==> src/rtl/alu_rs_scheduler_if.sv <==
// Dispatch, CDB snoop, ALU drive and result-buffer signals of the ALU reservation station.
// The slave modport is the scheduler's view; master is the surrounding core's view.
interface alu_rs_scheduler_if #(
   parameter int TAG_W = 4,
   parameter int XLEN  = 32
);
   logic             flush;
   logic             disp_valid;
   logic             disp_ready;
   logic [3:0]       disp_op;
   logic [TAG_W-1:0] disp_dest;
   logic             disp_j_rdy;
   logic [XLEN-1:0]  disp_vj;
   logic [TAG_W-1:0] disp_qj;
   logic             disp_k_rdy;
   logic [XLEN-1:0]  disp_vk;
   logic [TAG_W-1:0] disp_qk;
   logic             cdb_valid;
   logic [TAG_W-1:0] cdb_tag;
   logic [XLEN-1:0]  cdb_data;
   logic [XLEN-1:0]  alu_a;
   logic [XLEN-1:0]  alu_b;
   logic [3:0]       alu_op;
   logic [XLEN-1:0]  alu_result;
   logic             res_valid;
   logic             res_ready;
   logic [TAG_W-1:0] res_tag;
   logic [XLEN-1:0]  res_data;
   logic             busy;

   modport slave (
      input  flush, disp_valid, disp_op, disp_dest,
      input  disp_j_rdy, disp_vj, disp_qj, disp_k_rdy, disp_vk, disp_qk,
      input  cdb_valid, cdb_tag, cdb_data, alu_result, res_ready,
      output disp_ready, alu_a, alu_b, alu_op, res_valid, res_tag, res_data, busy
   );

   modport master (
      output flush, disp_valid, disp_op, disp_dest,
      output disp_j_rdy, disp_vj, disp_qj, disp_k_rdy, disp_vk, disp_qk,
      output cdb_valid, cdb_tag, cdb_data, alu_result, res_ready,
      input  disp_ready, alu_a, alu_b, alu_op, res_valid, res_tag, res_data, busy
   );
endinterface

==> src/rtl/alu_rs_scheduler.sv <==
// Reservation station and round-robin issue scheduler for the shared integer ALU,
// with CDB tag snooping and a one-deep handshaked result buffer.
module alu_rs_scheduler #(
   parameter int NUM_ENTRIES = 4,
   parameter int TAG_W       = 4,
   parameter int XLEN        = 32
) (
   input logic               clk,
   input logic               rst,
   alu_rs_scheduler_if.slave rs
);
   localparam int IDX_W = $clog2(NUM_ENTRIES);
   localparam logic [IDX_W-1:0] IDX_ONE = IDX_W'(1);

   logic [NUM_ENTRIES-1:0] valid_r;
   logic [NUM_ENTRIES-1:0] j_rdy_r;
   logic [NUM_ENTRIES-1:0] k_rdy_r;
   logic [3:0]             op_r   [NUM_ENTRIES];
   logic [TAG_W-1:0]       dest_r [NUM_ENTRIES];
   logic [TAG_W-1:0]       qj_r   [NUM_ENTRIES];
   logic [TAG_W-1:0]       qk_r   [NUM_ENTRIES];
   logic [XLEN-1:0]        vj_r   [NUM_ENTRIES];
   logic [XLEN-1:0]        vk_r   [NUM_ENTRIES];
   logic [IDX_W-1:0]       rr_ptr_r;
   logic                   res_valid_r;
   logic [TAG_W-1:0]       res_tag_r;
   logic [XLEN-1:0]        res_data_r;

   logic [NUM_ENTRIES-1:0] ready_s;
   logic                   disp_ready_s;
   logic                   can_issue_s;
   logic                   found_s;
   logic                   hit_s;
   logic                   issue_s;
   logic [IDX_W-1:0]       cand_s;
   logic [IDX_W-1:0]       win_s;
   logic                   alloc_s;
   logic [IDX_W-1:0]       alloc_idx_s;
   logic                   alloc_j_hit_s;
   logic                   alloc_k_hit_s;

   // Readiness uses registered operand state only, so a CDB capture never bypasses into issue.
   assign ready_s      = valid_r & j_rdy_r & k_rdy_r;
   assign disp_ready_s = ~(&valid_r);
   assign can_issue_s  = !res_valid_r || rs.res_ready;

   assign rs.disp_ready = disp_ready_s;
   assign rs.res_valid  = res_valid_r;
   assign rs.res_tag    = res_tag_r;
   assign rs.res_data   = res_data_r;
   assign rs.busy       = (|valid_r) || res_valid_r;

   // Round-robin select: first ready entry at or after rr_ptr, wrapping.
   always_comb begin
      found_s = 1'b0;
      win_s   = '0;
      cand_s  = '0;
      hit_s   = 1'b0;
      for (int off = 0; off < NUM_ENTRIES; off++) begin
         cand_s  = rr_ptr_r + IDX_W'(off);
         hit_s   = !found_s && ready_s[cand_s];
         win_s   = hit_s ? cand_s : win_s;
         found_s = found_s || hit_s;
      end
      issue_s = found_s && can_issue_s;
   end

   // Lowest free slot and same-cycle CDB capture for the incoming op.
   always_comb begin
      alloc_idx_s = '0;
      for (int i = NUM_ENTRIES - 1; i >= 0; i--) begin
         alloc_idx_s = valid_r[i] ? alloc_idx_s : IDX_W'(i);
      end
      alloc_s       = rs.disp_valid && disp_ready_s;
      alloc_j_hit_s = !rs.disp_j_rdy && rs.cdb_valid && (rs.cdb_tag == rs.disp_qj);
      alloc_k_hit_s = !rs.disp_k_rdy && rs.cdb_valid && (rs.cdb_tag == rs.disp_qk);
   end

   // Drive the shared ALU with the winning entry's operands, zeros when idle.
   always_comb begin
      if (issue_s) begin
         rs.alu_a  = vj_r[win_s];
         rs.alu_b  = vk_r[win_s];
         rs.alu_op = op_r[win_s];
      end else begin
         rs.alu_a  = '0;
         rs.alu_b  = '0;
         rs.alu_op = 4'd0;
      end
   end

   // Entry table, round-robin pointer and result buffer; flush keeps rr_ptr.
   always_ff @(posedge clk) begin
      if (rst) begin
         valid_r     <= '0;
         j_rdy_r     <= '0;
         k_rdy_r     <= '0;
         rr_ptr_r    <= '0;
         res_valid_r <= 1'b0;
         res_tag_r   <= '0;
         res_data_r  <= '0;
      end else if (rs.flush) begin
         valid_r     <= '0;
         res_valid_r <= 1'b0;
         res_tag_r   <= '0;
         res_data_r  <= '0;
      end else begin
         for (int i = 0; i < NUM_ENTRIES; i++) begin
            if (valid_r[i] && !j_rdy_r[i] && rs.cdb_valid && (rs.cdb_tag == qj_r[i])) begin
               j_rdy_r[i] <= 1'b1;
               vj_r[i]    <= rs.cdb_data;
            end
            if (valid_r[i] && !k_rdy_r[i] && rs.cdb_valid && (rs.cdb_tag == qk_r[i])) begin
               k_rdy_r[i] <= 1'b1;
               vk_r[i]    <= rs.cdb_data;
            end
         end
         // Issue and drain in the same cycle simply reloads the buffer.
         if (issue_s) begin
            valid_r[win_s] <= 1'b0;
            rr_ptr_r       <= win_s + IDX_ONE;
            res_valid_r    <= 1'b1;
            res_tag_r      <= dest_r[win_s];
            res_data_r     <= rs.alu_result;
         end else if (res_valid_r && rs.res_ready) begin
            res_valid_r <= 1'b0;
         end
         if (alloc_s) begin
            valid_r[alloc_idx_s] <= 1'b1;
            op_r[alloc_idx_s]    <= rs.disp_op;
            dest_r[alloc_idx_s]  <= rs.disp_dest;
            qj_r[alloc_idx_s]    <= rs.disp_qj;
            qk_r[alloc_idx_s]    <= rs.disp_qk;
            j_rdy_r[alloc_idx_s] <= rs.disp_j_rdy || alloc_j_hit_s;
            k_rdy_r[alloc_idx_s] <= rs.disp_k_rdy || alloc_k_hit_s;
            vj_r[alloc_idx_s]    <= alloc_j_hit_s ? rs.cdb_data : rs.disp_vj;
            vk_r[alloc_idx_s]    <= alloc_k_hit_s ? rs.cdb_data : rs.disp_vk;
         end
      end
   end
endmodule

==> src/flat_wrapper.sv <==
// flat-port wrapper written by rule: the top's interface ports become plain ports
module alu_rs_scheduler_flat 
#(
   parameter int NUM_ENTRIES = 4,
   parameter int TAG_W       = 4,
   parameter int XLEN        = 32
)
  (clk, rst, rs_flush, rs_disp_valid, rs_disp_op, rs_disp_dest, rs_disp_j_rdy, rs_disp_vj, rs_disp_qj, rs_disp_k_rdy, rs_disp_vk, rs_disp_qk, rs_cdb_valid, rs_cdb_tag, rs_cdb_data, rs_alu_result, rs_res_ready, rs_disp_ready, rs_alu_a, rs_alu_b, rs_alu_op, rs_res_valid, rs_res_tag, rs_res_data, rs_busy);
  alu_rs_scheduler_if #(.TAG_W(TAG_W), .XLEN(XLEN)) rs_i ();
  input logic clk;
  input logic rst;
  input wire logic [$bits(rs_i.flush)-1:0] rs_flush;
  input wire logic [$bits(rs_i.disp_valid)-1:0] rs_disp_valid;
  input wire logic [$bits(rs_i.disp_op)-1:0] rs_disp_op;
  input wire logic [$bits(rs_i.disp_dest)-1:0] rs_disp_dest;
  input wire logic [$bits(rs_i.disp_j_rdy)-1:0] rs_disp_j_rdy;
  input wire logic [$bits(rs_i.disp_vj)-1:0] rs_disp_vj;
  input wire logic [$bits(rs_i.disp_qj)-1:0] rs_disp_qj;
  input wire logic [$bits(rs_i.disp_k_rdy)-1:0] rs_disp_k_rdy;
  input wire logic [$bits(rs_i.disp_vk)-1:0] rs_disp_vk;
  input wire logic [$bits(rs_i.disp_qk)-1:0] rs_disp_qk;
  input wire logic [$bits(rs_i.cdb_valid)-1:0] rs_cdb_valid;
  input wire logic [$bits(rs_i.cdb_tag)-1:0] rs_cdb_tag;
  input wire logic [$bits(rs_i.cdb_data)-1:0] rs_cdb_data;
  input wire logic [$bits(rs_i.alu_result)-1:0] rs_alu_result;
  input wire logic [$bits(rs_i.res_ready)-1:0] rs_res_ready;
  output wire logic [$bits(rs_i.disp_ready)-1:0] rs_disp_ready;
  output wire logic [$bits(rs_i.alu_a)-1:0] rs_alu_a;
  output wire logic [$bits(rs_i.alu_b)-1:0] rs_alu_b;
  output wire logic [$bits(rs_i.alu_op)-1:0] rs_alu_op;
  output wire logic [$bits(rs_i.res_valid)-1:0] rs_res_valid;
  output wire logic [$bits(rs_i.res_tag)-1:0] rs_res_tag;
  output wire logic [$bits(rs_i.res_data)-1:0] rs_res_data;
  output wire logic [$bits(rs_i.busy)-1:0] rs_busy;
  assign rs_i.flush = rs_flush;
  assign rs_i.disp_valid = rs_disp_valid;
  assign rs_i.disp_op = rs_disp_op;
  assign rs_i.disp_dest = rs_disp_dest;
  assign rs_i.disp_j_rdy = rs_disp_j_rdy;
  assign rs_i.disp_vj = rs_disp_vj;
  assign rs_i.disp_qj = rs_disp_qj;
  assign rs_i.disp_k_rdy = rs_disp_k_rdy;
  assign rs_i.disp_vk = rs_disp_vk;
  assign rs_i.disp_qk = rs_disp_qk;
  assign rs_i.cdb_valid = rs_cdb_valid;
  assign rs_i.cdb_tag = rs_cdb_tag;
  assign rs_i.cdb_data = rs_cdb_data;
  assign rs_i.alu_result = rs_alu_result;
  assign rs_i.res_ready = rs_res_ready;
  assign rs_disp_ready = rs_i.disp_ready;
  assign rs_alu_a = rs_i.alu_a;
  assign rs_alu_b = rs_i.alu_b;
  assign rs_alu_op = rs_i.alu_op;
  assign rs_res_valid = rs_i.res_valid;
  assign rs_res_tag = rs_i.res_tag;
  assign rs_res_data = rs_i.res_data;
  assign rs_busy = rs_i.busy;
  alu_rs_scheduler #(.NUM_ENTRIES(NUM_ENTRIES), .TAG_W(TAG_W), .XLEN(XLEN)) u_core (.clk(clk), .rst(rst), .rs(rs_i));
endmodule
==> config.mk <==
export PLATFORM = sky130hd
export DESIGN_NAME = alu_rs_scheduler_flat
export DESIGN_NICKNAME = d
export VERILOG_FILES = /design/src/rtl/alu_rs_scheduler_if.sv /design/src/rtl/alu_rs_scheduler.sv /design/src/flat_wrapper.sv
export SDC_FILE = /design/constraint.sdc
export NUM_CORES = 1
export LEC_CHECK = 0
export BUFFER_PORTS_ARGS = -buffer_cell sky130_fd_sc_hd__buf_2
export CORE_MARGIN = 2
export CORE_UTILIZATION = 57
export CTS_BUF_LIST = sky130_fd_sc_hd__clkbuf_4 sky130_fd_sc_hd__clkbuf_8 sky130_fd_sc_hd__clkbuf_16
export CTS_CLUSTER_SIZE = 30
export DETAILED_ROUTE_END_ITERATION = 8
export PLACE_DENSITY = 0.84
export SETUP_SLACK_MARGIN = 0.1
export SLEW_MARGIN = 10
export SYNTH_ARGS = -nofsm -noshare
export SYNTH_HDL_FRONTEND = slang
export SYNTH_SLANG_ARGS = --single-unit
==> constraint.sdc <==
create_clock -name clk -period 3.5 [get_ports clk]
set_clock_uncertainty 0.1 [all_clocks]
set_input_delay 0.525 -clock clk [delete_from_list [all_inputs] [get_ports clk]]
set_output_delay 0.525 -clock clk [all_outputs]
set_load 0.01 [all_outputs]
==> flow_summary.json, run 1 <==
{
  "syn_area_mm2": 0.0170,
  "hold_class": "primary input to register",
  "totalNegativeSetupSlack_ps": 0,
  "hold_violations": 0,
  "slew_viol_final": 0,
  "crit_slowest_cell": "dfxtp_1",
  "synth_seq_cells": 371,
  "setup_viol": 0,
  "start_util_pct": 57.6,
  "path_clk_slew_ps": 60,
  "finalCritPeriodShare_pct": 94.9,
  "hold_depth": 1,
  "cp_max_fo": 20,
  "final_area_mm2": 0.0205,
  "dr.first_iter.drc_count": 1244,
  "path_class": "register to output pin",
  "end_kind": "output pin",
  "ff2ff_setup_slack_ps": 810,
  "ant_nets": 0,
  "wire_per_inst_um": 23.7,
  "overflow": 0,
  "synthTopCellsByArea": "edfxtp_1, mux2_2, a22oi_1",
  "grt_pass1_vias": 11900,
  "wl_met1_mm": 17.0,
  "wl_met2_mm": 22.2,
  "wl_met3_mm": 4.35,
  "slowest_delay_ps": 490,
  "nets": 1626,
  "outcome": "complete, no violations",
  "synth_edf_count": 320,
  "placed_cell_area_mm2": 0.0190,
  "finalPower_w": 0.00978,
  "startpoint_type": "register",
  "tritoncts": "built",
  "die_h_um": 177,
  "top_layer": "met5",
  "syn_inst": 1199,
  "clock-sinks": 371,
  "synth_nets": 1355,
  "critPathArrivalTime_ps": 2700,
  "rsz0062_at_grt": "false",
  "die-area_mm2": 0.0312,
  "numCtsBuffers": 39,
  "yosysSeqAreaShare_pct": 62.6,
  "clk_path_buf_depth": 3,
  "routed_wirelength_mm": 44.9,
  "drtPass1Iterations": 5,
  "hold_end": "u_core.op_r[2][2]$_DFFE_PP_",
  "r2r-end": "u_core.vk_r[3][11]$_DFFE_PP_",
  "worst_pin_slew_ps": 695,
  "p_leak_nw": 7.35,
  "hpwl_mm": 27.9,
  "yosysUniqueCellTypes": 47,
  "gp_congestion": 0.877,
  "max_cap_violations": 0,
  "grt_pass1_wl_mm": 67.4,
  "io-pin-count": 263,
  "drc": 0,
  "vias": 12000,
  "io_buffers": 262,
  "htree_levels": 2,
  "grt_usage_pct": 28.4,
  "avgSynthCellArea_um2": 14.2,
  "yosysWarnings": 0,
  "path_cells": "nand3_2 > a211oi_4 > buf_12 > buf_4 > a22oi_1 > a21oi_1 > buf_2",
  "die_w_um": 177,
  "yosysTopAreaCellShare_pct": 56.6,
  "maxSlewHeadroom_pct": 53.7,
  "fmax_ghz": 0.301,
  "worstPathRequired_ps": 2870,
  "postLayoutCoreUtil_pct": 69.7,
  "hp-start": "rs_disp_op[2]",
  "drt-vias-per-instance": 6.34,
  "reg2reg_depth": 5,
  "syn_to_final_growth_pct": 21.1,
  "min_period_ps": 3320,
  "power.density_mw_per_mm2": 476,
  "async_reset_ff_share_pct": 0,
  "grt_max_degree": 72,
  "vdd_ir_drop_max_mv": 0.436,
  "rows": 63,
  "hold_buffers": 0,
  "worstSkewPairLatency_ps": 520,
  "hold_slack_ps": 124,
  "coreArea_mm2": 0.0295,
  "synth_top_area_cell": "edfxtp_1",
  "synth_flop_cell": "edfxtp_1",
  "antenna_found_initial": 9,
  "r2r_start": "u_core.valid_r[2]$_SDFF_PP0_",
  "drive_gt1_share_pct": 41.0,
  "root_buffer": "clkbuf_16"
}
## layout make-up
cell class	count	area, um^2
flip-flops and latches	371	10600
fillers	1954	8930
multi-input cells	735	6100
repair buffers	316	1900
clock buffers	49	1120
well taps	390	488
clock inverters	22	264
inverters	7	26.3
diodes	8	20.0
## sequential cells by signal, indices dropped and copies added (netlist names)
name                 cells
u_core.vj_r            128
u_core.vk_r            128
u_core.rs.res_data      32
u_core.dest_r           16
u_core.op_r             16
u_core.qj_r             16
u_core.qk_r             16
u_core.j_rdy_r           4
u_core.k_rdy_r           4
u_core.rs.res_tag        4
u_core.valid_r           4
u_core.rr_ptr_r          2
u_core.rs.res_valid      1
## placed cells by master, fill, tap and decap left out, types with 3 or more instances in the layout
master / synthesis / routed
clkbuf_4: 0 / 5
a21o_1: 4 / 4
nor2_1: 18 / 17
o32ai_1: 8 / 8
nand2_1: 74 / 74
mux2_2: 196 / 196
inv_1: 6 / 6
o21ai_0: 7 / 7
mux2_1: 60 / 60
o31ai_1: 8 / 8
dfxtp_1: 51 / 49
and3_1: 4 / 3
nand2b_1: 4 / 3
nand4_1: 11 / 11
a31o_2: 5 / 5
nor2b_4: 0 / 8
a22oi_1: 141 / 141
buf_12: 0 / 14
nor2b_1: 11 / 3
diode_2: 0 / 8
clkinv_2: 0 / 5
nand3_1: 4 / 3
buf_2: 34 / 262
a221oi_1: 4 / 4
nor3_4: 0 / 9
buf_4: 2 / 39
edfxtp_1: 320 / 320
clkbuf_16: 0 / 42
clkinv_1: 0 / 7
bufinv_16: 0 / 6
xnor2_1: 33 / 33
a21oi_1: 109 / 107
## stage by stage
| stage | setup WS (ps) | cells |
|---|---|---|
| after global placement | 505 | 1807 |
| final | 179 | 1898 |
| after global routing | 98.3 | 1893 |
| after floorplan | 219 | 1199 |
| after CTS | 131 | 1890 |
| after detailed placement | 445 | 1807 |
## worst max-delay path: cells and delay by family (launching register included)
kind                   cells  cell delay [ps]
AO/OA/AOI/OAI              3              740
AND/OR/NAND/NOR            1              270
flip-flops                 1              490
buffers and inverters      3              660
## power breakdown
part | leakage [nW] | switching, W | internal [W]
Clock | 0.679 | 0.00169 | 0.00271
Combinational | 3.36 | 0.000270 | 0.000239
Sequential | 3.30 | 0.0000164 | 0.00485
Total | 7.35 | 0.00198 | 0.00780
## routing by layer
layer,vias to the layer above,GRT usage [%]
li1,5284,-
met1,5980,36.1
met2,657,47.7
met3,104,6.20
met4,6,10.7
met5,-,0
## synth_stat cells, types with 7 or more instances
cell type  instances
edfxtp_1         320
mux2_2           196
a22oi_1          141
a21oi_1          109
nand2_1           74
mux2_1            60
dfxtp_1           51
clkbuf_1          44
buf_2             34
xnor2_1           33
nor2_1            18
nand4_1           11
nor2b_1           11
nor3_2             9
o31ai_1            8
o32ai_1            8
o21ai_0            7
## timing repair
action | CTS | global route
endpoints found under the setup margin | 62 | 31
setup buffers | 11 | 0
hold endpoints to repair | 0 | 0
gates resized for setup | 4 | 6
gates cloned | 1 | 0
pin swaps | 4 | 1
## worst max path at each step
stage | from | to | cells past startpoint
after floorplan | rs_cdb_tag[3] | u_core.vj_r[0][0]$_DFFE_PP_ | 5
after global placement | u_core.valid_r[0]$_SDFF_PP0_ | rs_alu_a[27] | 7
after detailed placement | u_core.valid_r[0]$_SDFF_PP0_ | rs_alu_a[27] | 7
after CTS | u_core.valid_r[0]$_SDFF_PP0_ | rs_alu_a[14] | 8
after global routing | u_core.valid_r[1]$_SDFF_PP0_ | rs_alu_a[4] | 7
final | u_core.valid_r[1]$_SDFF_PP0_ | rs_alu_a[4] | 7
## cells by family after synthesis
kind of cell,count (synthesis),share of synthesized area (%)
AO/OA/AOI/OAI,299,11.8
multiplexers,256,17.0
flip-flops,371,62.6
XOR/XNOR,34,1.75
buffers and inverters,94,2.51
AND/OR/NAND/NOR,145,4.31
No activity file was read; power rests on OpenSTA's default activity.
==> run 2, diff against run 1 <==
--- a/config.mk
+++ b/config.mk
@@ -5,13 +5,14 @@
 export SDC_FILE = /design/constraint.sdc
 export NUM_CORES = 1
 export LEC_CHECK = 0
-export BUFFER_PORTS_ARGS = -buffer_cell sky130_fd_sc_hd__buf_2
 export CORE_MARGIN = 2
-export CORE_UTILIZATION = 57
+export CORE_UTILIZATION = 50
 export CTS_BUF_LIST = sky130_fd_sc_hd__clkbuf_4 sky130_fd_sc_hd__clkbuf_8 sky130_fd_sc_hd__clkbuf_16
 export CTS_CLUSTER_SIZE = 30
 export DETAILED_ROUTE_END_ITERATION = 8
-export PLACE_DENSITY = 0.84
+export DONT_BUFFER_PORTS = 1
+export GPL_ROUTABILITY_DRIVEN = 0
+export PLACE_DENSITY = 0.69
 export SETUP_SLACK_MARGIN = 0.1
 export SLEW_MARGIN = 10
 export SYNTH_ARGS = -nofsm -noshare
==> run 2 against run 1 <==
Core utilization is 12 points lower. Via count is 8.8% lower. Highest routed layer is now met4. Final cell count is 10% lower. Setup slack better by 19 ps. Clock power hardly changed.
==> flow_summary.json, run 2 (synthesis gave the netlist of run 1 again) <==
{
  "path_clk_slew_ps": 60,
  "die-area_mm2": 0.0354,
  "r2r_start": "u_core.valid_r[2]$_SDFF_PP0_",
  "worstSkewPairLatency_ps": 520,
  "htree_levels": 2,
  "io_buffers": 0,
  "vias": 11000,
  "reg2reg_depth": 5,
  "totalNegativeSetupSlack_ps": 0,
  "power.density_mw_per_mm2": 494,
  "most-common-layout-cells": "edfxtp_1, mux2_2, a22oi_1",
  "cp_max_fo": 28,
  "max_cap_violations": 0,
  "grt_max_degree": 108,
  "path_class": "register to output pin",
  "end_kind": "output pin",
  "fmax_ghz": 0.303,
  "maxSlewHeadroom_pct": 59.4,
  "clock-sinks": 371,
  "die_w_um": 188,
  "drc": 0,
  "antenna_found_initial": 0,
  "pre_cts_ws_ps": 220,
  "slew_viol_final": 0,
  "nets": 1380,
  "mostFrequentLayoutCell": "edfxtp_1",
  "numCtsBuffers": 41,
  "die_h_um": 188,
  "min_period_ps": 3300,
  "r2r-end": "u_core.vj_r[3][17]$_DFFE_PP_",
  "ant_nets": 0,
  "rows": 67,
  "rsz0062_at_grt": "true",
  "drive_gt1_share_pct": 27.9,
  "antennaDiodeCount": 0,
  "wire_per_inst_um": 27.7,
  "hp-start": "rs_alu_result[31]",
  "critPathArrivalTime_ps": 2680,
  "routed_wirelength_mm": 47.1,
  "ff2ff_setup_slack_ps": 850,
  "worstPathRequired_ps": 2870,
  "syn_to_final_growth_pct": 14.5,
  "grt_pass1_vias": 11000,
  "clk_path_buf_depth": 3,
  "start_util_pct": 50.7,
  "overflow": 0,
  "vdd_ir_drop_max_mv": 0.332,
  "outcome": "complete, no violations",
  "p_leak_nw": 6.20,
  "dr.first_iter.drc_count": 1069,
  "io-pin-count": 263,
  "finalCritPeriodShare_pct": 94.4,
  "setup_viol": 0,
  "grt_pass1_wl_mm": 69.9,
  "hold_class": "primary input to register",
  "drtPass1Iterations": 5,
  "startpoint_type": "register",
  "worst_pin_slew_ps": 604,
  "tritoncts": "built",
  "hold_violations": 0,
  "grt_usage_pct": 26.2,
  "hpwl_mm": 29.0,
  "coreArea_mm2": 0.0334,
  "root_buffer": "clkbuf_16",
  "crit_end": "rs_alu_a[2]",
  "drt-vias-per-instance": 6.45,
  "startpoint": "u_core.valid_r[1]$_SDFF_PP0_",
  "fin_ws_ps": 198
}
run 2: timing repair:
action | in CTS | in global routing
pin swaps | 2 | 0
cloned | 2 | 0
endpoints found under the setup margin | 68 | 47
hold buffers | 17 | 0
buffers inserted | 4 | 4
endpoints found under the hold margin | 74 | 0
gates resized for setup | 5 | 6
run 2: layer usage:
metal	vias up	wire [um]	GRT usage, %
li1	4759	-	-
met2	633	22900	44.3
met3	76	4690	6.03
met4	0	1020	6.75
met1	5503	18400	34.2
met5	-	0	0
run 2: worst max-delay path, stage by stage, from the launching register on:
cell and delay [ps]:
dfxtp_1 490, nand3_1 340, a32oi_2 470, o21bai_4 140, buf_4 180, buf_12 160
a22oi_1 190, a21oi_1 160
run 2: where the power goes:
part | switching [W] | internal (W) | total, W
combinational | 0.000151 | 0.000191 | 0.000342
sequential | 0.0000179 | 0.00485 | 0.00487
clock | 0.00171 | 0.00268 | 0.00439
run 2: area by class of cell:
| class | instances | area [um^2] |
|---|---|---|
| clock buffer | 51 | 1140 |
| inverter | 7 | 26.3 |
| clock inverter | 22 | 236 |
| timing repair buffer | 67 | 719 |
| tap | 448 | 561 |
| fill | 2614 | 14000 |
| sequential | 371 | 10600 |
| multi-input combinational | 736 | 6110 |
run 2: worst min-delay path by stage:
stage	to	slack, ps	depth (start not counted)
final	u_core.rs.res_data[31]$_SDFFE_PP0P_	50	2
after global routing	u_core.rs.res_data[14]$_SDFFE_PP0P_	30	2
after CTS	u_core.rs.res_data[31]$_SDFFE_PP0P_	30	2
after detailed placement	u_core.rs.res_data[7]$_SDFFE_PP0P_	390	2
after global placement	u_core.rs.res_data[10]$_SDFFE_PP0P_	390	2
after floorplan	u_core.rs.res_data[0]$_SDFFE_PP0P_	380	2
run 2: through the flow:
step | area (um^2) | cells | power [W] | hold slack (ps) | utilization (%)
3_3_place_gp | 17700 | 1602 | 0.00526 | 388 | 53.1
5_1_grt | 19400 | 1702 | 0.00985 | 31.7 | 58.1
4_1_cts | 19400 | 1698 | 0.00966 | 25.2 | 57.9
6_report | 19400 | 1702 | 0.00960 | 46.3 | 58.1
3_5_place_dp | 17700 | 1602 | 0.00527 | 395 | 53.1
2_1_floorplan | 17000 | 1199 | 0.00522 | 381 | -
